==> src/rtl/wifi_rx_mem_writer.sv <==
// Byte-stream to 32-bit RAM writer: packs received bytes little-endian and issues Avalon-MM writes.
// Optional per-packet checksum enabled by defining WIFI_RX_MEM_WRITER_CSUM_EN.
module wifi_rx_mem_writer #(
  parameter int unsigned ADDR_W      = 12,
  parameter int unsigned DEPTH_WORDS = 2500,
  parameter int unsigned BASE_WORD   = 0
) (
  input  logic              clk,
  input  logic              reset,
  input  logic [7:0]        s_data,
  input  logic              s_valid,
  input  logic              s_eop,
  output logic              s_ready,
  output logic [ADDR_W-1:0] avm_address,
  output logic [3:0]        avm_byteenable,
  output logic              avm_chipselect,
  output logic              avm_write,
  output logic [31:0]       avm_writedata,
  input  logic              avm_waitrequest,
  output logic              pkt_done,
  output logic [15:0]       pkt_len,
  output logic              overflow,
  output logic [15:0]       pkt_csum
);

  // One spare bit so the address can sit at DEPTH_WORDS (the full marker) for any ADDR_W.
  localparam int unsigned AW = ADDR_W + 1;
  localparam logic [AW-1:0] BASE_A = AW'(BASE_WORD);
  localparam logic [AW-1:0] FULL_A = AW'(DEPTH_WORDS);

  typedef enum logic [1:0] {
    ST_IDLE  = 2'd0,
    ST_ACCUM = 2'd1,
    ST_WRITE = 2'd2,
    ST_DONE  = 2'd3
  } state_t;

  state_t          state_q, state_d;
  logic [1:0]      lane_q, lane_d;
  logic [AW-1:0]   addr_q, addr_d;
  logic [31:0]     data_q, data_d;
  logic [3:0]      be_q, be_d;
  logic            last_q, last_d;
  logic            ready_q, ready_d;
  logic            wr_q, wr_d;
  logic            done_q, done_d;
  logic [15:0]     len_q, len_d;
  logic            ovf_q, ovf_d;
  logic            accept_s;
  logic            full_s;
  logic            first_s;
  logic [15:0]     len_base_s;
  logic            ovf_base_s;
`ifdef WIFI_RX_MEM_WRITER_CSUM_EN
  logic [15:0]     csum_q, csum_d;
`endif

  always_comb begin
    state_d = state_q;
    lane_d  = lane_q;
    addr_d  = addr_q;
    data_d  = data_q;
    be_d    = be_q;
    last_d  = last_q;
    len_d   = len_q;
    ovf_d   = ovf_q;
`ifdef WIFI_RX_MEM_WRITER_CSUM_EN
    csum_d  = csum_q;
`endif
    accept_s   = s_valid & ready_q;
    full_s     = (addr_q == FULL_A);
    first_s    = (state_q == ST_IDLE);
    // The first byte of a packet restarts the per-packet status.
    len_base_s = first_s ? 16'h0000 : len_q;
    ovf_base_s = first_s ? 1'b0 : ovf_q;

    case (state_q)
      ST_IDLE, ST_ACCUM: begin
        if (accept_s) begin
`ifdef WIFI_RX_MEM_WRITER_CSUM_EN
          csum_d = (first_s ? 16'h0000 : csum_q) + {8'h00, s_data};
`endif
          last_d = s_eop;
          if (full_s) begin
            len_d   = len_base_s;
            ovf_d   = 1'b1;
            state_d = s_eop ? ST_DONE : ST_ACCUM;
          end else begin
            data_d[{lane_q, 3'b000} +: 8] = s_data;
            be_d[lane_q] = 1'b1;
            lane_d  = lane_q + 2'd1;
            len_d   = (len_base_s == 16'hFFFF) ? len_base_s : len_base_s + 16'h0001;
            ovf_d   = ovf_base_s;
            state_d = ((lane_q == 2'd3) || s_eop) ? ST_WRITE : ST_ACCUM;
          end
        end else begin
          state_d = state_q;
        end
      end
      ST_WRITE: begin
        if (!avm_waitrequest) begin
          addr_d  = addr_q + {{(AW-1){1'b0}}, 1'b1};
          lane_d  = 2'd0;
          be_d    = 4'h0;
          data_d  = 32'h0000_0000;
          state_d = last_q ? ST_DONE : ST_ACCUM;
        end else begin
          state_d = ST_WRITE;
        end
      end
      ST_DONE: begin
        addr_d  = BASE_A;
        state_d = ST_IDLE;
      end
      default: begin
        state_d = ST_IDLE;
      end
    endcase

    // Strobes are registered from the next state so they line up with state_q.
    ready_d = (state_d == ST_IDLE) || (state_d == ST_ACCUM);
    wr_d    = (state_d == ST_WRITE);
    done_d  = (state_d == ST_DONE);
  end

  always_ff @(posedge clk) begin
    if (reset) begin
      state_q <= ST_IDLE;
      lane_q  <= 2'd0;
      addr_q  <= BASE_A;
      data_q  <= 32'h0000_0000;
      be_q    <= 4'h0;
      last_q  <= 1'b0;
      ready_q <= 1'b0;
      wr_q    <= 1'b0;
      done_q  <= 1'b0;
      len_q   <= 16'h0000;
      ovf_q   <= 1'b0;
`ifdef WIFI_RX_MEM_WRITER_CSUM_EN
      csum_q  <= 16'h0000;
`endif
    end else begin
      state_q <= state_d;
      lane_q  <= lane_d;
      addr_q  <= addr_d;
      data_q  <= data_d;
      be_q    <= be_d;
      last_q  <= last_d;
      ready_q <= ready_d;
      wr_q    <= wr_d;
      done_q  <= done_d;
      len_q   <= len_d;
      ovf_q   <= ovf_d;
`ifdef WIFI_RX_MEM_WRITER_CSUM_EN
      csum_q  <= csum_d;
`endif
    end
  end

  assign s_ready        = ready_q;
  assign avm_address    = addr_q[ADDR_W-1:0];
  assign avm_byteenable = be_q;
  assign avm_chipselect = wr_q;
  assign avm_write      = wr_q;
  assign avm_writedata  = data_q;
  assign pkt_done       = done_q;
  assign pkt_len        = len_q;
  assign overflow       = ovf_q;
`ifdef WIFI_RX_MEM_WRITER_CSUM_EN
  assign pkt_csum       = csum_q;
`else
  assign pkt_csum       = 16'h0000;
`endif

endmodule

==> config.mk <==
export PLATFORM = sky130hd
export DESIGN_NAME = wifi_rx_mem_writer
export DESIGN_NICKNAME = d
export VERILOG_FILES = /design/src/rtl/wifi_rx_mem_writer.sv
export SDC_FILE = /design/constraint.sdc
export NUM_CORES = 1
export LEC_CHECK = 0
export BUFFER_PORTS_ARGS = -buffer_cell sky130_fd_sc_hd__buf_2
export CAP_MARGIN = 20
export CORE_UTILIZATION = 53
export CTS_CLUSTER_SIZE = 8
export DETAILED_ROUTE_END_ITERATION = 12
export PLACE_DENSITY = 0.82
export REMOVE_ABC_BUFFERS = 1
export SYNTH_ARGS = -nofsm -noshare
export SYNTH_HDL_FRONTEND = slang
export SYNTH_SLANG_ARGS = --single-unit
==> constraint.sdc <==
create_clock -name clk -period 2.6 [get_ports clk]
set_input_delay 0.26 -clock clk [delete_from_list [all_inputs] [get_ports clk]]
set_output_delay 0.26 -clock clk [all_outputs]
set_load 0.01 [all_outputs]
==> results of run 1 <==
-- per-layer routing --
metal	share of wire (%)	vias up	routed length, microns	global-route usage [%]
met4	2.2	0	192	11.2
met1	41	1610	3610	28.8
met2	49	169	4240	40.5
met3	7.7	17	671	5.74
met5	0	-	0	0
li1	-	1640	-	-
-- sequential cells by signal, indices dropped and copies added, names as in the netlist --
register and cells:
lane_q 2, avm_chipselect 1, addr_q 13, avm_writedata 32, s_ready 1, state_q 2
pkt_done 1, last_q 1, pkt_len 16, overflow 1, avm_byteenable 4
-- placed cells by master, fill, tap and decap left out, types with 3 or more instances in the layout --
cell,n
nand3_2,3
a21o_1,6
clkbuf_8,9
buf_4,9
nor2_1,27
ha_1,7
a21oi_1,51
and2_1,4
nor3_1,9
inv_1,6
nor2b_1,4
o21ai_0,3
buf_2,81
mux2i_1,4
nand2_1,24
dfxtp_1,74
and3_1,15
nand4_1,7
conb_1,16
xor2_1,8
xnor2_1,4
nand2b_1,4
nand3_1,82
o211ai_1,3
-- area by class of cell --
cell class                 instances  area (sq um)  share of cell area (%)
sequential                        74          1480                    35.3
tap                               80           100                    2.38
timing repair buffer              90           473                    11.3
inverter                           6          22.5                   0.537
clock buffer                       9           124                    2.95
multi-input combinational        320          1920                    45.6
clock inverter                     5          81.3                    1.94
-- worst max-delay path, stage by stage, from the launching register on --
cell      delay, ps
dfxtp_1         320
or2_4           270
and2_1          160
ha_1            230
nand2_1         130
nor4_4           70
a211oi_4        480
buf_4           240
a21oi_2          40
a311oi_2        240
-- metrics by stage --
| step | hold slack, ps | total power [uW] | utilization, % |
|---|---|---|---|
| final | 171 | 2310 | 62.1 |
| after global routing | 172 | 2390 | 62.1 |
| after CTS | 163 | 2320 | 62.1 |
| after detailed placement | 456 | 1380 | 59.1 |
| after global placement | 441 | 1370 | 59.1 |
| after floorplan | 328 | 1300 | - |
-- power by group --
| part | leakage, uW | switching [uW] | internal, uW |
|---|---|---|---|
| sequential | 0.000598 | 13.3 | 1150 |
| combinational | 0.00109 | 131 | 60.0 |
| clock | 0.000101 | 430 | 529 |
-- logic make-up after synthesis --
group                      synth area share (%)
and+or+nand+nor                            29.6
AOI/OAI and AO/OA                          14.2
DFF                                        40.2
buffers and inverters                      9.37
xor gates and xnor gates                   2.85
adders and majority gates                  2.38
muxes                                      1.39
other                                     0.102
-- how the worst max path moves through the flow --
| stage | from | to | slack [ps] | depth (start not counted) |
|---|---|---|---|---|
| 2_1_floorplan | state_q[1] | pkt_len[13] | 420 | 8 |
| 3_3_place_gp | state_q[0] | pkt_len[1] | 470 | 9 |
| 3_5_place_dp | state_q[0] | pkt_len[1] | 370 | 9 |
| 4_1_cts | state_q[0] | pkt_len[1] | 340 | 9 |
| 5_1_grt | state_q[0] | pkt_len[1] | 210 | 9 |
| 6_report | state_q[0] | pkt_len[1] | 320 | 9 |
==> metrics, run 1 <==
status completed; reg2reg end pkt_len[1]; Initial Util 54.6%; final wirelength 8.72 mm; post-route ant nets 0; first-pass GRT wire length 13.9 mm; P_leak 0.00179 uW; maximum clock path buffer count 2; Setup-failing EPs final 0; largest net degree at the start of global routing 37; worst r2r src state_q[0]; Slew @ Worst Pin 721 ps; Fin. Hold Viols 0; Antenna Cells 0; Placer Congestion 0.806; hold buffer count at cts 0; Yosys reg bits 74; total gr overflow 0; DRT Pass-1 Iters 5; Max Slew Vio Count 0; WP data arrival 2550 ps; Avg Cell Area, Syn 8.45 sq um; Synth cell types 57; vias 3436; number of flops mapped to enable cells by yosys 0; Slew Limit Headroom 51.8%; initial antenna violation count 0; fmax 440 MHz; H-tree depth 3; worst skew pair latency 360 ps; setup TNS 0 ps; crit end category flop; Max FO, Critical Path 10; initial DRC count 179; reg2reg setup slack 320 ps; chip width 85.4 microns; design area 4200 sq um; Seq/Total Area, Yosys 40.2%; CTS tree built; RSZ-0062 raised after global routing false; post-route clock skew 5.18 ps; Clock Sinks 74; area delta synth->final 13.9%; WHS Path Cells 3; fraction of layout cells with a size suffix above 1 24.8%; CP Launch Type flop; routed len/inst 14.9 microns; Setup Buffers After CTS 0; total clock buffers created by CTS 9; worst hold start s_eop; most frequent cell after synthesis nand3_1; final worst slack 325 ps; Final Cycle Share 87.5%; Core Area 6760 sq um; Die H 85.4 microns; power per standard cell area 551 nW/um^2; Synth Instances 436; vias in the first global route 2966; post-CTS sizing 0; Synth top cells by count 82 x nand3_1, 74 x dfxtp_1, 51 x a21oi_1; FF-to-FF path depth 9; num rows 30; required time worst endpoint 2870 ps; Syn Std Cell Area 3690 sq um; gr usage total 24.0%; Synth Warn # 0; Placed Cells 570; DR vias/cell 5.88; FILL cells 610; IO Count 98; HP Class in2reg; Layout Cells excl Fill 584; Main synth FF type dfxtp_1; Yosys top cell area share 40.2%; WHS Endpoint last_q; placed cell area 3990 sq um; Reg clk slew, reported paths 70 ps; Max-cap violations 0; Area contributors post-synth dfxtp_1 40%, nand3_1 11%, a21oi_1 6.9%, buf_4 6.1%, nor2_1 2.7%; Setup WS pre-CTS 370 ps; IO buf count 81; dpl hpwl 5.96 mm; top cell type by total area after synthesis dfxtp_1; CTS root buf clkbuf_8; post-route minimum period 2280 ps; crit path kind reg2reg; die area 7290 sq um; DRC 0; # nets final 521; peak supply drop 0.333 mV; asr flop ratio synth 0%
No activity file was read; power rests on OpenSTA's default activity.
==> run 2, diff against run 1 <==
- CORE_UTILIZATION: 53 -> 48
- MAX_ROUTING_LAYER: not set -> met4
- PLACE_DENSITY: 0.82 -> 0.79
- clock period: 2.6 -> 1.9 ns (I/O delays scaled with it)
==> run 2 against run 1 <==
  * Flip-flop and latch count is the same
  * Sequential share of layout area is 2.3 points lower
  * The flow now finishes with violations (negative setup slack)
  * Highest routed layer unchanged
  * Power up 35%
  * Global-route usage shrank 0.27 points
==> metrics, run 2 (synthesis results as in run 1) <==
status complete, but fails checks (was completed); WP data arrival 2210 ps (was 2550 ps); placed cell area 4210 sq um (was 3990 sq um); Max-cap violations 0 (unchanged); peak supply drop 0.384 mV (was 0.333 mV); Placed Cells 615 (was 570); post-route minimum period 1930 ps (was 2280 ps); Max Slew Vio Count 0 (unchanged); Fin. Hold Viols 0 (unchanged); chip width 89.6 microns (was 85.4 microns); highest-count cells in the layout ignoring fill and taps 82 x nand3_1, 81 x buf_2, 72 x dfxtp_1 (was 82 x nand3_1, 81 x buf_2, 74 x dfxtp_1); gr usage total 23.7% (was 24.0%); Switching Power 811 uW (was 574 uW); post-route clock skew 10.8 ps (was 5.18 ps); Clock power frac 39.7% (was 41.5%); power per standard cell area 697 nW/um^2 (was 551 nW/um^2); # nets final 547 (was 521); Flop pwr share 50.7% (was 50.3%); most common cell after layout, fill and taps aside nand3_1 (unchanged); Final Cycle Share 101% (was 87.5%); largest net degree at the start of global routing 34 (was 37); IO buf count 81 (unchanged); CTS root buf clkbuf_8 (unchanged); fmax 519 MHz (was 440 MHz); post-route ant nets 0 (unchanged); failing checks negative setup slack; design area 4490 sq um (was 4200 sq um); final wirelength 9.30 mm (was 8.72 mm); vias in the first global route 3151 (was 2966); num rows 31 (was 30); Layout Cells excl Fill 631 (was 584); Clock Sinks 74 (unchanged); Core Area 7330 sq um (was 6760 sq um); DRT Pass-1 Iters 5 (unchanged); DR vias/cell 5.57 (was 5.88); Antenna Cells 0 (unchanged); first-pass GRT wire length 14.4 mm (was 13.9 mm); DRC 0 (unchanged); initial antenna violation count 0 (unchanged); die area 8030 sq um (was 7290 sq um); Max FO, Critical Path 7 (was 10); P_leak 0.00195 uW (was 0.00179 uW); Slew Limit Headroom 58.3% (was 51.8%); dpl hpwl 6.37 mm (was 5.96 mm); CP Launch Type flop (unchanged); final core utilization 61.3% (was 62.1%); Comb pwr share 9.6% (was 8.3%); hold buffer count at cts 0 (unchanged); Initial Util 50.3% (was 54.6%); final worst slack -27.4 ps (was 325 ps); maximum clock path buffer count 2 (unchanged); crit end category flop (unchanged); CTS tree built (unchanged); Die H 89.6 microns (was 85.4 microns); total clock buffers created by CTS 9 (unchanged); Setup-failing EPs final 5 (was 0); routed len/inst 14.7 microns (was 14.9 microns); vias 3517 (was 3436); area delta synth->final 21.9% (was 13.9%); H-tree depth 3 (unchanged); worst skew pair latency 350 ps (was 360 ps); number of flip-flops in the largest register 32 (unchanged); required time worst endpoint 2180 ps (was 2870 ps); Reg clk slew, reported paths 80 ps (was 70 ps); IO Count 98 (unchanged); HP Class in2reg (unchanged); setup TNS -79.5 ps (was 0 ps); initial DRC count 132 (was 179); Placer Congestion 0.884 (was 0.806); fraction of layout cells with a size suffix above 1 30.6% (was 24.8%); reg2reg setup slack -30 ps (was 320 ps); RSZ-0062 raised after global routing true (was false); crit path kind reg2reg (unchanged); Internal 2320 uW (was 1740 uW); total gr overflow 0 (unchanged); switch share 25.9% (was 24.8%); Slew @ Worst Pin 625 ps (was 721 ps)
## run 2: power groups by stage
stage / registers, uW / clock network [uW] / logic (uW)
2_1_floorplan: 1640 / 0 / 136
3_3_place_gp: 1620 / 0 / 283
3_5_place_dp: 1620 / 0 / 288
4_1_cts: 1590 / 1270 / 293
5_1_grt: 1590 / 1330 / 332
6_report: 1590 / 1240 / 300
## run 2: worst paths after layout
path	from	endpoint	depth (start not counted)
setup / recovery	state_q[1]	pkt_len[3]	9
setup reg to reg	state_q[1]	pkt_len[3]	9
hold / removal	s_eop	last_q	3
hold reg to reg	last_q	last_q	2
## run 2: timing repair
item | in CTS | in global routing
buffers inserted | 0 | 1
setup endpoints to repair | 9 | 15
pin swaps | 2 | 8
gates resized for setup | 8 | 11
endpoints found under the hold margin | 0 | 0
## run 2: area by class of cell
class	count	area [sq um]
Multi-Input combinational cell	320	1980
Tap cell	99	124
Timing Repair Buffer	116	679
Inverter	6	22.5
Clock inverter	6	63.8
Sequential cell	74	1480
Clock buffer	10	138
Fill cell	646	2840
## run 2: critical path: stages (launching register included)
cell	delay, ps
dfxtp_2	340
or2_4	120
and2_4	140
ha_4	160
nand2_4	60
nor4_4	400
a211oi_4	150
buf_6	170
a31o_4	240
a21oi_2	100
## run 2: through the flow
step	setup WS (ps)	hold WS (ps)	power [uW]
2_1_floorplan	-280	258	1770
3_3_place_gp	5.62	442	1900
3_5_place_dp	-70.5	449	1910
4_1_cts	4.33	102	3150
5_1_grt	-125	118	3250
6_report	-27.4	111	3130
## run 2: per-layer routing
metal | wire length, microns | global-route usage [%]
met5 | 0 | -
met4 | 127 | 10.1
met3 | 685 | 3.29
met2 | 4540 | 38.9
met1 | 3950 | 29.2
==> run 3, diff against run 2 <==
- SKIP_CTS_REPAIR_TIMING: not set -> 1
==> run 3 against run 2 <==
  * The run still ends with negative setup slack left
  * Hold slack got worse by 0.73 ps
  * Sequential share of layout area decreased by 0.16 points
  * Global-route usage is 0.28 points lower
  * Routed wire length is 2.5% higher
  * Maximum frequency is 4.0% lower
  * Power increased by 0.42%
  * Die area unchanged
  * First-iteration DRC count grew 13%
  * Design area is 0.50% higher
  * Largest cell class unchanged
  * Largest power group unchanged
  * Highest routed layer unchanged
==> metrics, run 3 (synthesis results as in run 1) <==
Die H 89.6 microns (unchanged); Max FO, Critical Path 5 (was 7); H-tree depth 3 (unchanged); chip width 89.6 microns (unchanged); required time worst endpoint 2150 ps (was 2180 ps); routed len/inst 15.1 microns (was 14.7 microns); Setup-failing EPs final 11 (was 5); RSZ-0062 raised after global routing true (unchanged); num rows 31 (unchanged); fraction of layout cells with a size suffix above 1 31.3% (was 30.6%); DRC 0 (unchanged); vias 3502 (was 3517); # nets final 548 (was 547); CP Launch Type flop (unchanged); die area 8030 sq um (unchanged); crit end category flop (unchanged); HP Class in2reg (unchanged); post-route clock skew 8.99 ps (was 10.8 ps); Reg clk slew, reported paths 80 ps (about the same); status complete, but fails checks (unchanged); number of flip-flops in the largest register 32 (unchanged); maximum clock path buffer count 2 (unchanged); gr usage total 23.4% (was 23.7%); dpl hpwl 6.37 mm (unchanged); Max-cap violations 0 (unchanged); Clock Sinks 74 (unchanged); Fin. Hold Viols 0 (unchanged); P_leak 0.00195 uW (about the same); total clock buffers created by CTS 9 (unchanged); final core utilization 61.6% (was 61.3%); post-route minimum period 2010 ps (was 1930 ps); first-pass GRT wire length 14.3 mm (was 14.4 mm); area delta synth->final 22.5% (was 21.9%); Setup WS pre-CTS -70.5 ps (unchanged); highest-count cells in the layout ignoring fill and taps 81 x nand3_1, 81 x buf_2, 72 x dfxtp_1 (was 82 x nand3_1, 81 x buf_2, 72 x dfxtp_1); final worst slack -107 ps (was -27.4 ps); final wirelength 9.53 mm (was 9.30 mm); IO Count 98 (unchanged); Slew @ Worst Pin 649 ps (was 625 ps); Max Slew Vio Count 0 (unchanged); peak supply drop 0.381 mV (was 0.384 mV); Initial Util 50.3% (unchanged); WP data arrival 2260 ps (was 2210 ps); Slew Limit Headroom 56.7% (was 58.3%); worst skew pair latency 350 ps (about the same); IO buf count 81 (unchanged); post-route ant nets 0 (unchanged); Final Cycle Share 106% (was 101%); failing checks negative setup slack (unchanged); crit path kind reg2reg (unchanged); largest net degree at the start of global routing 34 (unchanged); hold slack 111 ps (about the same); CTS tree built (unchanged); DRT Pass-1 Iters 4 (was 5); initial DRC count 149 (was 132); Core Area 7330 sq um (unchanged); DR vias/cell 5.54 (was 5.57); Placer Congestion 0.884 (unchanged); total gr overflow 0 (unchanged); CTS root buf clkbuf_8 (unchanged); vias in the first global route 3119 (was 3151); power per standard cell area 696 nW/um^2 (was 697 nW/um^2); Antenna Cells 0 (unchanged); initial antenna violation count 0 (unchanged); fmax 498 MHz (was 519 MHz)
==> run 3: cell type report <==
| cell class | count | area, sq um |
|---|---|---|
| clock buffer | 10 | 138 |
| timing repair buffer | 117 | 687 |
| clock inverter | 6 | 63.8 |
| fill | 643 | 2820 |
| sequential | 74 | 1480 |
| tap | 99 | 124 |
| multi-input combinational | 320 | 2000 |
| inverter | 6 | 22.5 |
==> run 3: worst paths after layout <==
check	from	end	slack [ps]	cells after the start
worst min-delay path	s_eop	last_q	110	3
worst max-delay path	state_q[1]	pkt_len[1]	-110	9
worst max register to register	state_q[1]	pkt_len[1]	-110	9
worst min register to register	last_q	last_q	460	2
==> run 3: where the power goes <==
part | total, uW | leakage (uW) | internal [uW] | switching, uW
Combinational | 304 | 0.00125 | 107 | 197
Sequential | 1590 | 0.000598 | 1570 | 14.6
Clock | 1250 | 0.0000987 | 642 | 611
Total | 3140 | 0.00195 | 2320 | 823
==> run 3: per-layer routing <==
| metal | GRT usage (%) | vias to the layer above | share of wire (%) |
|---|---|---|---|
| li1 | - | 1697 | - |
| met1 | 28.9 | 1636 | 43 |
| met2 | 38.9 | 151 | 49 |
| met3 | 3.29 | 18 | 6.5 |
| met4 | 8.80 | 0 | 1.4 |
| met5 | - | - | 0 |
==> run 3: critical path: stages (launching register included) <==
cell and delay (ps):
dfxtp_2 330, or2_4 250, and2_4 160, ha_4 170, nand2_4 70, nor4_4 60
a211oi_4 370, buf_6 180, a21oi_2 40, a311oi_2 280
==> run 3: through the flow <==
| stage | cells | total power [uW] | instance area [sq um] | setup TNS (ps) |
|---|---|---|---|---|
| CTS | 631 | 3150 | 4410 | -316 |
| global placement | 615 | 1900 | 4210 | 0 |
| global route | 632 | 3260 | 4520 | -1680 |
| floorplan | 400 | 1770 | 3420 | -1810 |
| finish | 632 | 3140 | 4520 | -647 |
| detailed placement | 615 | 1910 | 4210 | -179 |
